`src/rtl/lifting_idwt_1d.sv`:
```
// Inverse 1-D integer 5/3 lifting stage: rebuilds (x[2n], x[2n+1]) pixel pairs
// from interleaved (s[n], d[n]) coefficients using 8-bit modular arithmetic.
module lifting_idwt_1d #(
    parameter int PAIRS = 32
) (
    input  logic       clk,
    input  logic       rst_n,
    input  logic       in_valid,
    output logic       in_ready,
    input  logic [7:0] in_low,
    input  logic [7:0] in_high,
    output logic       out_valid,
    input  logic       out_ready,
    output logic [7:0] out_even,
    output logic [7:0] out_odd,
    output logic       out_last
);

    // state | meaning
    // FILL  | waiting for pair 0 of a line; primes x_prev/d_prev, no output
    // RUN   | each accepted pair n emits reconstructed pair n-1
    // FLUSH | emits the final pair using the mirrored right neighbour
    typedef enum logic [1:0] {FILL, RUN, FLUSH} state_t;

    localparam int CW = (PAIRS > 1) ? $clog2(PAIRS) : 1;
    localparam logic [CW-1:0] LAST_IDX = CW'(PAIRS - 1);

    state_t        state;
    logic [CW-1:0] cnt;
    logic [7:0]    x_prev;
    logic [7:0]    d_prev;

    logic       slot_free;
    logic       accept;
    logic [7:0] d_left;
    logic [8:0] dsum;
    logic [7:0] xe;
    logic [8:0] xsum;
    logic [7:0] odd_run;

    assign slot_free = !out_valid || out_ready;

    always_comb begin
        in_ready = rst_n && ((state == FILL) || ((state == RUN) && slot_free));
    end

    assign accept = in_valid && in_ready;

    // Pair 0 has no left neighbour, so d[-1] mirrors d[0].
    assign d_left  = (state == FILL) ? in_high : d_prev;
    assign dsum    = {1'b0, d_left} + {1'b0, in_high};
    assign xe      = in_low - {1'b0, dsum[8:2]};
    assign xsum    = {1'b0, x_prev} + {1'b0, xe};
    assign odd_run = d_prev + xsum[8:1];

    always_ff @(posedge clk) begin
        if (!rst_n) begin
            state     <= FILL;
            cnt       <= '0;
            x_prev    <= '0;
            d_prev    <= '0;
            out_valid <= 1'b0;
            out_even  <= '0;
            out_odd   <= '0;
            out_last  <= 1'b0;
        end else begin
            if (out_ready) out_valid <= 1'b0;
            case (state)
                FILL: begin
                    if (accept) begin
                        x_prev <= xe;
                        d_prev <= in_high;
                        if (PAIRS == 1) begin
                            state <= FLUSH;
                        end else begin
                            state <= RUN;
                            cnt   <= CW'(1);
                        end
                    end
                end
                RUN: begin
                    if (accept) begin
                        out_valid <= 1'b1;
                        out_even  <= x_prev;
                        out_odd   <= odd_run;
                        out_last  <= 1'b0;
                        x_prev    <= xe;
                        d_prev    <= in_high;
                        if (cnt == LAST_IDX) state <= FLUSH;
                        else cnt <= cnt + CW'(1);
                    end
                end
                FLUSH: begin
                    // x[2*PAIRS] mirrors x[2*PAIRS-2], so the average collapses to x_prev.
                    if (slot_free) begin
                        out_valid <= 1'b1;
                        out_even  <= x_prev;
                        out_odd   <= d_prev + x_prev;
                        out_last  <= 1'b1;
                        cnt       <= '0;
                        state     <= FILL;
                    end
                end
                default: state <= FILL;
            endcase
        end
    end

endmodule

```
`config.mk`:
```
export PLATFORM = sky130hd
export DESIGN_NAME = lifting_idwt_1d
export DESIGN_NICKNAME = d
export VERILOG_FILES = /design/src/rtl/lifting_idwt_1d.sv
export SDC_FILE = /design/constraint.sdc
export NUM_CORES = 1
export LEC_CHECK = 0
export CORE_MARGIN = 2
export CORE_UTILIZATION = 56
export CTS_CLUSTER_SIZE = 28
export DETAILED_ROUTE_END_ITERATION = 10
export PLACE_DENSITY = 0.8
export SKIP_CTS_REPAIR_TIMING = 1
export SYNTH_ARGS = -nofsm -noshare
export SYNTH_HDL_FRONTEND = slang
export SYNTH_SLANG_ARGS = --single-unit
```
`constraint.sdc`:
```
create_clock -name clk -period 6.9 [get_ports clk]
set_input_delay 1.38 -clock clk [delete_from_list [all_inputs] [get_ports clk]]
set_output_delay 1.38 -clock clk [all_outputs]
set_load 0.005 [all_outputs]
```
Yosys cells after proc, flatten, opt, wreduce, memory -nomap -nowiden
Index checks and enable logic that the tools add are counted.

storage, ports and cells
  logic and storage cells = 60
  output and inout port bits = 19
  register bits after elaboration = 41
  input port bits = 20

operators by class
  eq/ne operators = 8
  reductions and logical operators = 14
  mux-type cells = 24
  $add $sub $neg = 6

operator list
  kind                   number
  $mux W8                5
  $pmux W8 S2            2
  $mux W5                4
  $add A8 B8 Y9          2
  $add A8 B8 Y8          2
  $pmux W5 S3            1
  $mux W2                4
  $ne A2 B2 Y1 const B   4
  $sub A8 B7 Y8          1
  $pmux W2 S3            1
  $add A5 B1 Y5 const B  1
  $eq A5 B5 Y1 const B   1
  $mux W1                5
  $reduce_and A5 Y1      1
  $pmux W1 S2            2
  $reduce_and A4 Y1      1
  $logic_and A1 B1 Y1    3
  $reduce_and A3 Y1      1
  $reduce_bool A3 Y1     1
  $eq A2 B1 Y1 const B   1
  $eq A2 B2 Y1 const B   1
  $logic_not A2 Y1       1
  $logic_or A1 B1 Y1     2
  $ne A2 B1 Y1 const B   1
  4 further kinds        4

Longest topological paths before layout
Gate-level depths: netlist (run 1).

  depth after elaboration = 8
  gate-level depth with buffers = 26
  gate-level depth less buffers = 26

Worst setup path after synthesis (run 1)
OpenSTA, ideal clock, no wires.

  kind = input to register
  from = input in_high[1]
  to = register out_odd[7]
  path slack = 1.392 ns
  setup time = 0.124 ns
  stages = 23
  arrival = 5.384 ns
  required time = 6.776 ns
  buffers on the path = 0
  cells stage by stage = mux2_2 -> ha_1 -> o211a_1 -> o21a_4 -> a221oi_4 -> o21ai_2 -> xnor2_1 -> ha_1 -> and3_1 -> a21oi_1 -> nand3b_1 -> xor2_1 -> ha_1 -> o211a_1 -> o31ai_1 -> nor2b_1 -> xor2_1 -> o21ai_0 -> ha_1 -> a2111oi_0 -> nor3_1 -> xnor3_1 -> a21oi_1

between the ends
  cells in the longest elaborated chain, start to end = 7

RTL lines
  item                  RTL line  source
  start, declared       11        input logic [7:0] in_high,
  $mux W8               50        assign d_left = (state == FILL) ? in_high : d_prev;
  $add A8 B8 Y9 (*)     51        assign dsum = {1'b0, d_left} + {1'b0, in_high};
  $sub A8 B7 Y8 (*)     52        assign xe = in_low - {1'b0, dsum[8:2]};
  via xe[5]             37        logic [7:0] xe;
  $add A8 B8 Y9 (*)     53        assign xsum = {1'b0, x_prev} + {1'b0, xe};
  $add A8 B8 Y8 (*)     54        assign odd_run = d_prev + xsum[8:1];
  $mux W8 (*)           82        if (accept) begin
  $pmux W8 S2 (*)       68        case (state)
  end signal, assigned  85        out_odd <= odd_run;
  end signal, assigned  98        out_odd <= d_prev + x_prev;
  end, declared         15        output logic [7:0] out_odd,

Mark *: on every way through the listed nets, which the timed path passes. The rest lies on a longest branch. The select of a mux whose other input is x is not followed.
A chain may end at the register's enable or synchronous reset.

Final worst setup path (run 1)
Ends and elaborated chain as after synthesis.

==> results of run 1 <==
==> routing by layer <==
layer | share of wire | vias to the layer above
met5 | 0 | -
met2 | 0.50 | 51
met3 | 0.032 | 7
met4 | 0.011 | 0
li1 | - | 1353
met1 | 0.46 | 1243
==> through the flow <==
step | total power [W] | instance area [sq um] | std cells | util
6_report | 0.00137 | 3730 | 472 | 0.677
5_1_grt | 0.00150 | 3730 | 472 | 0.677
4_1_cts | 0.00137 | 3730 | 472 | 0.677
3_5_place_dp | 0.00113 | 3590 | 464 | 0.652
3_3_place_gp | 0.00110 | 3590 | 464 | 0.652
2_1_floorplan | 0.000954 | 3180 | 367 | -
==> how the worst max path moves through the flow <==
stage | startpoint | to | slack (ns) | depth (start not counted)
final | in_high[1] | out_odd[7] | 0.77 | 25
after global routing | in_high[1] | out_odd[7] | 0.27 | 25
after CTS | in_high[1] | out_odd[7] | 0.77 | 25
after detailed placement | in_high[1] | out_odd[7] | 0.47 | 25
after global placement | in_high[1] | out_odd[7] | 0.61 | 23
after floorplan | in_high[1] | out_odd[7] | 1.39 | 23
==> sequential cells by signal, indices dropped and copies added (netlist names) <==
name and cells:
d_prev 8, out_even 8, out_odd 8, x_prev 8, cnt 5, state 2, out_last 1, out_valid 1
==> power groups by stage <==
stage | Sequential (W) | Clock (W) | Combinational (W)
final | 0.000287 | 0.000231 | 0.000854
after global routing | 0.000290 | 0.000241 | 0.000965
after CTS | 0.000286 | 0.000233 | 0.000854
after detailed placement | 0.000292 | 0 | 0.000841
after global placement | 0.000291 | 0 | 0.000811
after floorplan | 0.000285 | 0 | 0.000670
==> worst reg2reg max path: cells and delay by family, from the launching register on <==
kind                       cells  cell delay [ns]
buffers and inverters          1             0.11
xor gates and xnor gates       4             0.82
adders and majority gates      5             1.54
AOI/OAI and AO/OA              9             1.38
DFF                            1             0.35
muxes                          1             0.39
and+or+nand+nor                6             0.86
==> cells in the mapped netlist, drive strengths merged, types with 4 or more instances <==
cell / count / area (sq um)
dfxtp: 41 / 821
o21ai: 21 / 116
mux2i: 18 / 180
a21oi: 18 / 105
nor3: 9 / 50.1
buf: 8 / 45.0
nand2b: 4 / 27.5
o211a: 5 / 50.1
nand3: 4 / 25.0
nor2: 21 / 83.8
inv: 16 / 60.1
clkbuf: 6 / 22.5
o21a: 7 / 60.1
xor2: 7 / 61.3
nor2b: 22 / 138
xnor2: 9 / 78.8
nand2: 46 / 173
ha: 37 / 463
a21boi: 18 / 135
nor3b: 7 / 52.6
mux2: 7 / 78.8
==> logic make-up after synthesis <==
| logic type | share of synthesized area |
|---|---|
| AO/OA/AOI/OAI | 0.200 |
| buffers and inverters | 0.0402 |
| multiplexers | 0.0816 |
| AND/OR/NAND/NOR | 0.204 |
| XOR/XNOR | 0.0512 |
| flip-flops | 0.258 |
| adder cells (fa/ha/maj) | 0.165 |
==> cells in the final DEF, fill, tap and decap left out, types with 2 or more instances in the layout <==
cell	instances
nand2b_1	3
or3_1	2
nand3_1	3
nand2_1	46
or4_1	2
xor2_1	7
nor2b_1	22
a21oi_1	14
and3_1	3
a21oi_2	4
mux2i_1	18
inv_1	16
fa_1	3
ha_1	37
o31ai_1	3
nor2_1	19
dfxtp_1	41
o21ai_0	12
o211a_1	5
nor2_2	2
o21bai_1	2
o21ai_2	3
bufinv_16	2
a21boi_1	17
nand3b_1	2
nor3b_1	7
o21a_1	6
xnor2_1	9
o21ai_1	6
nor3_1	8
a21o_1	3
mux2_2	7
clkdlybuf4s50_1	38
clkbuf_8	5
==> area by class of cell <==
class,count,area [sq um]
well taps,72,90.1
flip-flops and latches,41,821
multi-input cells,296,2230
inverters,16,60.1
clock inverters,3,65.1
repair buffers,39,388
clock buffers,5,68.8
fillers,472,1780
==> results.sh, run 1 <==
export IMPL_vdd_drop_max_uv=191
export IMPL_synth_nets=427
export IMPL_clk_transition_reported_paths_ns=0.08
export IMPL_synth_edf_count=0
export IMPL_synth_flop_cell="dfxtp_1"
export IMPL_fin_crit_sh=0.889
export IMPL_slew_viol_final=0
export IMPL_grt_setup_unrepaired="no"
export IMPL_powerDensity_nw_per_um2=368
export IMPL_p_comb_frac=0.623
export IMPL_hold_depth=2
export IMPL_cts_tree="done"
export IMPL_ys_seq_area_frac=0.258
export IMPL_grt_pass1_wl_mm=11.8
export IMPL_worstSetupPathType="in -> reg"
export IMPL_crit_path_max_fanout=4
export IMPL_p_clk_frac=0.168
export IMPL_critical_path_max_stage_delay_ns=0.44
export IMPL_vias=2654
export IMPL_grt_ovfl_total=0
export IMPL_hold_class="reg -> reg"
export IMPL_worst_pin_slew_ns=1.16
export IMPL_crit_top_cell="ha_1"
export IMPL_avgSynthCellArea_sq_um=8.65
export IMPL_worstRegToRegCells=26
export IMPL_grt_usage=0.235
export IMPL_antenna_found_initial=0
export IMPL_syn_inst=367
export IMPL_cts_sinks=41
export IMPL_routed_wl_mm=6.89
export IMPL_chipHeight_um=79.3
export IMPL_timing_critical_path_buf_inv=1
export IMPL_htree_levels=2
export IMPL_synth_cell_types=55
export IMPL_root_buffer="clkbuf_8"
export IMPL_syn2layout_area_growth_pct=17.3
export IMPL_whs_ns=0.469
export IMPL_grt_busiest_layer="met2"
export IMPL_use_met3=0.0330
export IMPL_clk_path_buf_depth=2
export IMPL_setup_viol=0
export IMPL_final_setup_tns_ns=0
export IMPL_drt_pass1_iterations=4
export IMPL_layout_nets=459
export IMPL_drtIter0Drc=133
export IMPL_p_seq_frac=0.209
export IMPL_dp_worst_setup_slack_ns=0.471
export IMPL_final_setup_skew_ns=0.00510
export IMPL_globalRouteMet1Util=0.293
export IMPL_crit_slowest_cell="clkdlybuf4s50_1"
export IMPL_antenna_cells=0
export IMPL_reg2reg_from="state[0]"
export IMPL_numCtsBuffers=5
export IMPL_core_area_sq_um=5510
export IMPL_design_die_area_sq_um=6290
export IMPL_hold_violations=0
export IMPL_ys_ff_latch=41
export IMPL_gp_congestion=0.786
export IMPL_io_pins=39
export IMPL_dp_hpwl_mm=5.21
export IMPL_crit_path_start_kind="input port"
export IMPL_cap_viol_max_count=0
export IMPL_vias_per_cell=5.62
export IMPL_yosysWarnings=0
export IMPL_status="finished clean"
export IMPL_wl_per_cell_um=14.6
export IMPL_reg2reg_slack_ns=1.31
export IMPL_netlist_area_sq_um=3180
export IMPL_leakagePower_nw=1.52
export IMPL_initial_core_util=0.577
export IMPL_slew_headroom=0.226
export IMPL_arrival_ns=6.27
export IMPL_hold_path_startpoint="cnt[4]"
export IMPL_cpLargestDelayFamily="compound AO/OA/AOI/OAI gates"
export IMPL_grt_pass1_vias=2605
export IMPL_drc=0
export IMPL_fmax_ghz=0.163
export IMPL_worstSetupEndpointType="register"
export IMPL_switching_share=0.418
export IMPL_r2r_end="out_odd[7]"
export IMPL_drive_above_1_share=0.0800
export IMPL_rows=27
export IMPL_holdPathEnd="cnt[4]"
export IMPL_drtAntennaViolNets=0
export IMPL_min_period_ns=6.13
export IMPL_fin_ws_ns=0.765
export IMPL_grt_max_degree=48
export IMPL_io_buffers=38
export IMPL_p_switching_w=0.000574
export IMPL_crit_required_ns=7.03
export IMPL_insertion_delay_ns=0.30
export IMPL_gr_usage_met2=0.425
export IMPL_die_x_um=79.3
export IMPL_synthArstFlopShare=0
export IMPL_intPower_w=0.000798
Power figures use the tool's default switching activity.
==> run 2: changes to the inputs <==
--- a/config.mk
+++ b/config.mk
@@ -7,9 +7,9 @@
 export LEC_CHECK = 0
 export CORE_MARGIN = 2
 export CORE_UTILIZATION = 56
-export CTS_CLUSTER_SIZE = 28
 export DETAILED_ROUTE_END_ITERATION = 10
-export PLACE_DENSITY = 0.8
+export PLACE_DENSITY = 0.88
+export REMOVE_ABC_BUFFERS = 1
 export SKIP_CTS_REPAIR_TIMING = 1
 export SYNTH_ARGS = -nofsm -noshare
 export SYNTH_HDL_FRONTEND = slang
==> results.sh, run 2 (synthesized netlist as in run 1, its figures left out) <==
export IMPL_status="finished clean"
export IMPL_crit_required_ns=7.02
export IMPL_final_common_cell="nand2_1"
export IMPL_htree_levels=2
export IMPL_slew_headroom=0.170
export IMPL_clk_path_buf_depth=2
export IMPL_grt_pass1_wl_mm=11.7
export IMPL_numCtsBuffers=5
export IMPL_crit_top_cell="ha_1"
export IMPL_mostFrequentLayoutCells="nand2_1 (46), dfxtp_1 (41), clkdlybuf4s50_1 (38)"
export IMPL_fin_ws_ns=0.618
export IMPL_die_x_um=79.3
export IMPL_fin_crit_sh=0.910
export IMPL_power_w=0.00133
export IMPL_worstSetupPathType="in -> reg"
export IMPL_root_buffer="clkbuf_8"
export IMPL_crit_path_max_fanout=4
export IMPL_slew_viol_final=0
export IMPL_final_setup_tns_ns=0
export IMPL_core_area_sq_um=5510
export IMPL_clk_transition_reported_paths_ns=0.07
export IMPL_min_period_ns=6.28
export IMPL_hold_violations=0
export IMPL_powerDensity_nw_per_um2=360
export IMPL_dp_worst_setup_slack_ns=0.379
export IMPL_drc=0
export IMPL_cap_viol_max_count=0
export IMPL_wl_per_cell_um=14.7
export IMPL_syn2layout_area_growth_pct=16.4
export IMPL_drtIter0Drc=108
export IMPL_final_setup_skew_ns=0.0122
export IMPL_layout_nets=459
export IMPL_grt_pass1_vias=2636
export IMPL_cts_sinks=41
export IMPL_drtAntennaViolNets=0
export IMPL_grt_setup_unrepaired="no"
export IMPL_fmax_ghz=0.159
export IMPL_crit_slowest_cell="clkdlybuf4s50_1"
export IMPL_arrival_ns=6.40
export IMPL_hold_class="reg -> reg"
export IMPL_timing_critical_path_buf_inv=1
export IMPL_design_die_area_sq_um=6290
export IMPL_dp_hpwl_mm=5.23
export IMPL_insertion_delay_ns=0.30
export IMPL_vias=2680
export IMPL_chipHeight_um=79.3
export IMPL_cts_tree="done"
export IMPL_routed_wl_mm=6.94
export IMPL_drt_pass1_iterations=4
export IMPL_grt_max_degree=48
export IMPL_gp_congestion=0.823
export IMPL_crit_path_start_kind="input port"
export IMPL_grt_ovfl_total=0
export IMPL_grt_usage=0.234
export IMPL_critical_path_max_stage_delay_ns=0.45
export IMPL_antenna_found_initial=0
export IMPL_io_pins=39
export IMPL_io_buffers=38
export IMPL_vias_per_cell=5.69
export IMPL_rows=27
export IMPL_setup_viol=0
export IMPL_vdd_drop_max_uv=232
export IMPL_drive_above_1_share=0.0777
export IMPL_leakagePower_nw=1.50
export IMPL_initial_core_util=0.577
export IMPL_antenna_cells=0
export IMPL_worst_pin_slew_ns=1.25
export IMPL_cpLargestDelayFamily="compound AO/OA/AOI/OAI gates"
export IMPL_worstSetupEndpointType="register"
## run 2: power breakdown
group | switching, W | internal, W
combinational | 0.000466 | 0.000390
sequential | 0.0000234 | 0.000262
clock | 0.0000835 | 0.000105
total | 0.000572 | 0.000757
## run 2: cell type report
type                    instances  area (sq um)
clock buffers                   5          68.8
clock inverters                 2          35.0
fillers                       425          1810
inverters                      16          60.1
multi-input cells             296          2230
flip-flops and latches         41           821
well taps                      72          90.1
repair buffers                 39           388
## run 2: per-layer routing
metal  global-route usage  vias up  wire length, um
li1                     -     1352                -
met1                0.276     1268             3170
met2                0.421       47             3420
met3               0.0466       13              220
met4               0.0776        0              123
met5                    0        -                0
## run 2: final timing paths
| kind | from | endpoint | slack, ns | cells past startpoint |
|---|---|---|---|---|
| worst max-delay path | in_high[1] | out_odd[7] | 0.62 | 25 |
| worst min-delay path | cnt[1] | cnt[1] | 0.47 | 2 |
| worst max register to register | state[1] | out_odd[7] | 1.23 | 26 |
| worst min register to register | cnt[1] | cnt[1] | 0.47 | 2 |
## run 2: worst reg2reg max path: stages (launching register included)
cell,delay [ns]
dfxtp_1,0.37
inv_1,0.12
ha_1,0.33
mux2_2,0.38
ha_1,0.27
o211a_1,0.16
o21a_4,0.23
nor2_2,0.12
o21ai_1,0.12
nor2_1,0.14
xor2_1,0.17
ha_1,0.29
and3_1,0.18
a21oi_1,0.16
nand3b_1,0.11
xor2_1,0.33
ha_1,0.32
o211a_1,0.13
o31ai_1,0.07
nor2b_1,0.20
xor2_1,0.17
o21ai_0,0.10
ha_1,0.25
a2111oi_0,0.37
nor3_1,0.12
xnor3_1,0.21
a21oi_1,0.06
## run 2: stage by stage
step	instance area [sq um]	instances	hold slack, ns	utilization
finish	3700	471	0.470	0.671
global route	3700	471	0.505	0.671
detailed placement	3590	464	0.464	0.652
global placement	3590	464	0.440	0.652
floorplan	3110	353	0.435	-
CTS	3700	471	0.474	0.671
